<file path="config.mk">
export PLATFORM = sky130hd
export DESIGN_NAME = mmio_dma
export DESIGN_NICKNAME = d
export VERILOG_FILES = /design/src/rtl/mmio_dma.sv
export SDC_FILE = /design/constraint.sdc
export NUM_CORES = 1
export LEC_CHECK = 0
export BUFFER_PORTS_ARGS = -buffer_cell sky130_fd_sc_hd__buf_2
export CORE_MARGIN = 4
export CORE_UTILIZATION = 50
export DETAILED_ROUTE_END_ITERATION = 10
export PLACE_DENSITY = 0.77
export SYNTH_ARGS = -nofsm -noshare
export SYNTH_HDL_FRONTEND = slang
export SYNTH_SLANG_ARGS = --single-unit
</file>
<file path="constraint.sdc">
create_clock -name clk -period 4 [get_ports clk]
set_input_delay 0.8 -clock clk [delete_from_list [all_inputs] [get_ports clk]]
set_output_delay 0.8 -clock clk [all_outputs]
set_load 0.05 [all_outputs]
</file>
<file path="src/rtl/mmio_dma.sv">
// mmio_dma: bus-initiator block copier for the MMIO data-memory/IO bus.
// Copies len 32-bit words from src to dst in ascending order, taking one word
// every two cycles (a READ cycle followed by a WRITE cycle).
// The responder's read path is combinational and it writes on the rising edge.
// Optional build macro MMIO_DMA_FIXED_SRC_EN adds the src_fixed input. When it
// is set at start, the source address stays put so a single IO port can be
// drained into memory.
module mmio_dma #(
  parameter int AW   = 32,
  parameter int DW   = 32,
  parameter int LENW = 16
) (
  input  logic            clk,
  input  logic            reset_n,
  input  logic            start,
  input  logic            abort,
  input  logic [AW-1:0]   src,
  input  logic [AW-1:0]   dst,
  input  logic [LENW-1:0] len,
`ifdef MMIO_DMA_FIXED_SRC_EN
  input  logic            src_fixed,
`endif
  output logic            busy,
  output logic            done,
  output logic [LENW-1:0] words_left,
  output logic            mem_we,
  output logic [AW-1:0]   mem_a,
  output logic [DW-1:0]   mem_wd,
  input  logic [DW-1:0]   mem_rd
);

  typedef enum logic [1:0] {
    IDLE  = 2'd0,
    READ  = 2'd1,
    WRITE = 2'd2,
    DONE  = 2'd3
  } state_e;

  state_e          state_q, state_d;
  logic [AW-1:0]   srcPtr_q, srcPtr_d;
  logic [AW-1:0]   dstPtr_q, dstPtr_d;
  logic [DW-1:0]   buffer_q, buffer_d;
  logic [LENW-1:0] wordsLeft_q, wordsLeft_d;
  logic [AW-1:0]   srcStep;

  // The two low address bits are word-aligned away and never used.
  logic            unusedAddrBits;
  assign unusedAddrBits = ^{src[1:0], dst[1:0]};

`ifdef MMIO_DMA_FIXED_SRC_EN
  logic srcFixed_q, srcFixed_d;

  // A latched fixed-source request stops the source pointer from advancing.
  assign srcStep = srcFixed_q ? '0 : AW'(4);
`else
  assign srcStep = AW'(4);
`endif

  // State and datapath registers. Reset clears everything, so an in-flight
  // transfer stops at once and issues no further writes.
  always_ff @(posedge clk or negedge reset_n) begin
    if (!reset_n) begin
      state_q     <= IDLE;
      srcPtr_q    <= '0;
      dstPtr_q    <= '0;
      buffer_q    <= '0;
      wordsLeft_q <= '0;
    end else begin
      state_q     <= state_d;
      srcPtr_q    <= srcPtr_d;
      dstPtr_q    <= dstPtr_d;
      buffer_q    <= buffer_d;
      wordsLeft_q <= wordsLeft_d;
    end
  end

`ifdef MMIO_DMA_FIXED_SRC_EN
  // Holds the fixed-source mode for the whole transfer. It is captured with
  // the pointers.
  always_ff @(posedge clk or negedge reset_n) begin
    if (!reset_n) begin
      srcFixed_q <= 1'b0;
    end else begin
      srcFixed_q <= srcFixed_d;
    end
  end
`endif

  // Next-state logic and bus outputs. The bus is driven only in READ and
  // WRITE. abort kills the pending write in the same cycle.
  always_comb begin
    state_d     = state_q;
    srcPtr_d    = srcPtr_q;
    dstPtr_d    = dstPtr_q;
    buffer_d    = buffer_q;
    wordsLeft_d = wordsLeft_q;
`ifdef MMIO_DMA_FIXED_SRC_EN
    srcFixed_d  = srcFixed_q;
`endif
    busy        = 1'b0;
    done        = 1'b0;
    mem_we      = 1'b0;
    mem_a       = '0;
    mem_wd      = '0;

    unique case (state_q)
      IDLE: begin
        if (start) begin
          srcPtr_d    = {src[AW-1:2], 2'b00};
          dstPtr_d    = {dst[AW-1:2], 2'b00};
          wordsLeft_d = len;
`ifdef MMIO_DMA_FIXED_SRC_EN
          srcFixed_d  = src_fixed;
`endif
          state_d     = (len != '0) ? READ : DONE;
        end
      end

      READ: begin
        busy  = 1'b1;
        mem_a = srcPtr_q;
        if (abort) begin
          state_d = IDLE;
        end else begin
          buffer_d = mem_rd;
          state_d  = WRITE;
        end
      end

      WRITE: begin
        busy   = 1'b1;
        mem_a  = dstPtr_q;
        mem_wd = buffer_q;
        mem_we = !abort;
        if (abort) begin
          state_d = IDLE;
        end else begin
          srcPtr_d    = srcPtr_q + srcStep;
          dstPtr_d    = dstPtr_q + AW'(4);
          wordsLeft_d = wordsLeft_q - LENW'(1);
          state_d     = (wordsLeft_q == LENW'(1)) ? DONE : READ;
        end
      end

      DONE: begin
        done    = 1'b1;
        state_d = IDLE;
      end

      default: begin
        state_d = IDLE;
      end
    endcase
  end

  assign words_left = wordsLeft_q;

endmodule

</file>
==> results.cfg, run 1 <==
[run]
cap_violations = 0

[global_routing]
grt_pass1_vias = 6085
grt_pass1_wl_microns = 32490
grt_max_degree = 59
grtUsageTotal_pct = 25.20
antenna_found_initial = 1
grt_overflow_total = 0

[finish]
fin_util_pct = 62.09
antennaDiodeCount = 0
area_growth_pct = 20.54
finalNonFillerCells = 1114
drive_gt1_share_pct = 29.32
layout.nets = 1058
fill_cells = 1182

[worst_setup_path]
cp-end-kind = primary output
worstSetupPathType = reg2out
reg2reg_slack_ns = 1.15
worstPathRequired_ns = 3.20
critPathLaunchType = flop
cp.arrival_ns = 2.40
critical_path.max_fanout = 31

[sta]
hold_ws_ns = 0.4995
finalSetupViolCount = 0
post-route-min-period_ns = 3.202
fin_skew_ns = 0.008808
rsz0062_at_grt = false
layout_setup_ws_ns = 0.7982
finalCritPeriodShare_pct = 80.04
timing.final.hold_violations = 0
tns_ns = 0
fmax_mhz = 312.3
finalMaxSlewViolations = 0
slew_headroom_pct = 30.13
tightest_slew_ns = 1.044

[floorplanning]
die_h_microns = 125.5
fp.dieW_microns = 125.5
core.rowCount = 42
die-area_sq_um = 15750
initial_core_util_pct = 51.51
ioPinCount = 199
fp.coreArea_sq_um = 13400

[logic_synthesis]
synth_ff_type = dfrtp_1
synth.area.mux_share_pct = 8.410
synthAdderAreaFrac_pct = 1.631
synth_simple_gate_area_share_pct = 23.65
synth_top_family_by_area = simple AND/OR/NAND/NOR gates
netlist.top_cell.by_area = dfrtp_1
syn_area_sq_um = 6903
synthTopCellsByArea = dfrtp_1 40%, mux2_2 5.2%, a21oi_1 3.7%
synth_warnings = 0
syn_avg_cell_area_sq_um = 8.907
ys_seq_area_share_pct = 39.88
syn_inst = 775
synth_xor_xnor_area_share_pct = 0
synthArstFlopShare_pct = 100.0
synth_edf_count = 0
ys_types = 65
ys_ff_latch = 110
synth_compound_area_share_pct = 21.79
synth_top_area_share_pct = 39.88

[clock_tree]
hold_buffers = 0
htree_levels = 3
cts_buffers = 9
insertion_delay_ns = 0.35
cts_resized = 0
clock-root-buffer = clkbuf_16
post_cts_buffers = 0
clk_pin_slew_ns = 0.07
cts_sinks = 110
cts_tree = yes
clock_path_buffers = 2

[worst_hold_path]
holdCritPathClass = reg2reg

[routing]
vias_per_cell = 6.022
drt_pass1_iterations = 5
ant_nets = 0
vias = 6708
drt_iter0_drc = 483
totalWireLength_microns = 20110
wl_per_cell_microns = 18.05
drc = 0

[placed_design]
port_buffers = 192
gp_congestion = 0.8702
post-place-cells = 1098
dp_hpwl_microns = 14380
pre_cts_slack_ns = 1.185

[pwr]
p_per_area_nw_per_um2 = 937.0
power_leakage_uw = 0.003709
max-vdd-ir-drop_mv = 0.5482

[run_status]
outcome = finished, final reports clean
-- power breakdown --
group | leakage, uW | internal (uW) | total [uW] | switching, uW
Clock | 0.000152 | 552 | 977 | 426
Combinational | 0.00226 | 1520 | 4440 | 2910
Sequential | 0.00130 | 1690 | 2380 | 695
Total | 0.00371 | 3760 | 7800 | 4030
-- kinds of logic (layout without fill, tap and decap cells) --
group | after synthesis | after routing
other | 1 | 2
buffers and inverters | 78 | 240
AND/OR/NAND/NOR | 295 | 295
AO/OA/AOI/OAI | 228 | 228
adder cells (fa/ha/maj) | 9 | 9
multiplexers | 54 | 54
flip-flops | 110 | 110
-- sequential cells by signal (all words and copies together) (netlist names) --
signal,flops
srcPtr_q,30
words_left,16
buffer_q,32
state_q,2
dstPtr_q,30
-- path summary, 6_finish.rpt --
check,from,endpoint,depth (start not counted)
worst max-delay path,state_q[1],mem_a[11],4
worst min-delay path,buffer_q[14],buffer_q[14],1
worst max register to register,state_q[0],words_left[13],9
worst min register to register,buffer_q[14],buffer_q[14],1
max in group asynchronous,reset_n,srcPtr_q[14],2
min in group asynchronous,reset_n,buffer_q[20],1
-- area by class of cell --
class	count	area [sq um]	share of cell area, %
Multi-Input combinational cell	588	3860	46.39
Sequential cell	110	2753	33.08
Timing Repair Buffer	207	1101	13.23
Clock buffer	9	225.2	2.707
Tap cell	176	220.2	2.647
Clock inverter	7	97.59	1.173
Inverter	17	63.81	0.7669
-- placed cells by master (no fill, tap or decap), types with 33 or more instances in the layout --
| cell | synthesis | routed |
|---|---|---|
| nor2_1 | 46 | 46 |
| dfrtp_1 | 110 | 110 |
| buf_2 | 11 | 191 |
| and2_1 | 38 | 38 |
| o21ai_0 | 37 | 37 |
| a22oi_1 | 33 | 33 |
| o22ai_1 | 33 | 33 |
| nand3_1 | 39 | 39 |
| a21oi_1 | 51 | 51 |
| nand2_1 | 47 | 47 |
-- layer usage --
layer  global-route usage, %  part of all wire, %  vias to the layer above
met4                   5.421                 0.91                        2
met1                   37.01                   45                     3173
met2                   39.90                   46                      290
met5                       0                0.050                        -
li1                        -                    -                     3224
met3                   3.539                  8.3                       19
-- cell usage after synthesis (3+ instances only) --
master     instances
a21boi_0           4
a21o_1             6
a21oi_1           51
a221o_1            3
a22o_1             6
a22oi_1           33
a2bb2oi_1          3
a311oi_1           4
a31oi_1            9
and2_1            38
and3_1            17
and4_1             4
buf_1              7
buf_2             11
clkbuf_1          39
dfrtp_1          110
ha_1               9
inv_1             16
mux2_2            32
mux2i_1           22
nand2_1           47
nand2b_1           4
nand3_1           39
nand4_1           21
nor2_1            46
nor2b_1           30
nor3_1            17
nor4_1             8
o211ai_1           7
o21ai_0           37
o221a_2            5
o22ai_1           33
o2bb2ai_1          7
o31ai_1            6
or4_1              6
-- per-stage QoR --
stage | cell area [sq um] | power (uW)
floorplan | 6907 | 5671
global placement | 7998 | 6703
detailed placement | 7998 | 6798
CTS | 8320 | 7787
global route | 8320 | 8330
finish | 8320 | 7797
-- worst max-delay path, cell delays in order, from the launching register on --
cell	delay [ns]
dfrtp_1	0.41
inv_1	0.12
ha_1	0.89
a21boi_0	0.32
buf_2	0.31
Power figures use the tool's default switching activity.
==> run 2: changes to the inputs <==
==> constraint.sdc (replaced) <==
create_clock -name clk -period 3.21 [get_ports clk]
set_input_delay 0.642 -clock clk [delete_from_list [all_inputs] [get_ports clk]]
set_output_delay 0.642 -clock clk [all_outputs]
set_load 0.05 [all_outputs]
==> results.cfg, run 2 (synthesis results as in run 1) <==
[run_status]
outcome = finished, final reports clean

[sta]
rsz0062_at_grt = false
finalMaxSlewViolations = 0
slew_headroom_pct = 32.06
finalCritPeriodShare_pct = 92.68
fin_skew_ns = 0.007251
timing.final.hold_violations = 0
post-route-min-period_ns = 2.975
tightest_slew_ns = 1.015
fmax_mhz = 336.1
finalSetupViolCount = 0
tns_ns = 0

[finish]
fin_util_pct = 62.31
top_register = buffer_q
area_growth_pct = 20.95
finalNonFillerCells = 1120
top_regs = buffer_q: 32 flops, dstPtr_q: 30 flops, srcPtr_q: 30 flops
drive_gt1_share_pct = 29.69
layout_common_cells = 191 x buf_2, 110 x dfrtp_1, 51 x a21oi_1
largest_reg_flops = 32
final_common_cell = buf_2
layout.nets = 1063
design_area_sq_um = 8349

[routing]
vias_per_cell = 6.032
drt_iter0_drc = 455
wl_per_cell_microns = 17.97
totalWireLength_microns = 20130
drc = 0
ant_nets = 0
vias = 6756
drt_pass1_iterations = 5

[clock_tree]
clock-root-buffer = clkbuf_16
insertion_delay_ns = 0.36
clock_path_buffers = 2
htree_levels = 3
cts_sinks = 110
clk_pin_slew_ns = 0.08
cts_resized = 0
post_cts_buffers = 0
hold_buffers = 0
cts_buffers = 9
cts_tree = yes

[worst_hold_path]
holdCritPathClass = in2async

[global_routing]
grt_max_degree = 74
antenna_found_initial = 1
grt_pass1_vias = 6278
grt_pass1_wl_microns = 32290
grt_overflow_total = 0
grtUsageTotal_pct = 24.96

[pwr]
p_per_area_nw_per_um2 = 1163
power_leakage_uw = 0.003718
max-vdd-ir-drop_mv = 0.6480
power_uw = 9710

[floorplanning]
ioPinCount = 199
die_h_microns = 125.5
fp.coreArea_sq_um = 13400
fp.dieW_microns = 125.5
initial_core_util_pct = 51.51
die-area_sq_um = 15750
core.rowCount = 42

[placed_design]
post-place-cells = 1103
port_buffers = 192
gp_congestion = 0.8846
dp_hpwl_microns = 14520
place_area_sq_um = 8073

[worst_setup_path]
critical_path.max_fanout = 17
worstPathRequired_ns = 2.57
critPathLaunchType = flop
cp.arrival_ns = 2.33
worstSetupPathType = reg2out
cp-end-kind = primary output

[run]
cap_violations = 0
[run 2: final timing paths]
kind                              start      endpoint  slack (ns)  cells past startpoint
setup / recovery             state_q[1]     mem_a[30]        0.23                      5
hold / removal                  reset_n  buffer_q[25]        0.24                      1
setup reg to reg             state_q[1]  dstPtr_q[27]        0.63                      7
hold reg to reg            buffer_q[11]  buffer_q[11]        0.50                      1
max in group asynchronous       reset_n  srcPtr_q[17]        2.20                      2
min in group clk           buffer_q[11]  buffer_q[11]        0.50                      1
[run 2: cell type report]
type	instances	area, sq um
multi-input combinational	588	3860
antenna	1	2.502
timing repair buffer	212	1176
clock inverter	7	48.80
sequential	110	2753
clock buffer	9	225.2
inverter	17	63.81
tap	176	220.2
fill	1174	5051
[run 2: critical path, cell delays in order (launching register included)]
cell and delay (ns):
dfrtp_1 0.42, inv_1 0.12, ha_1 0.73, buf_4 0.29, nor2b_1 0.15, buf_2 0.27
[run 2: metrics by stage]
step | hold slack, ns | worst slack [ns]
finish | 0.2401 | 0.2348
global placement | 0.4807 | 0.6614
CTS | 0.2524 | 0.2554
detailed placement | 0.4882 | 0.6524
global route | 0.2846 | 0.1638
floorplan | 0.3464 | 0.1177
[run 2: layer usage]
metal | track usage [%] | wire (microns)
met4 | 9.120 | 488
met3 | 4.264 | 1667
met2 | 38.51 | 9017
met5 | 0 | 0
met1 | 35.42 | 8957
[run 2: power breakdown]
group,total (uW),switching [uW],internal [uW]
Combinational,5690,3670,2020
Sequential,2950,843,2100
Clock,1070,542,527
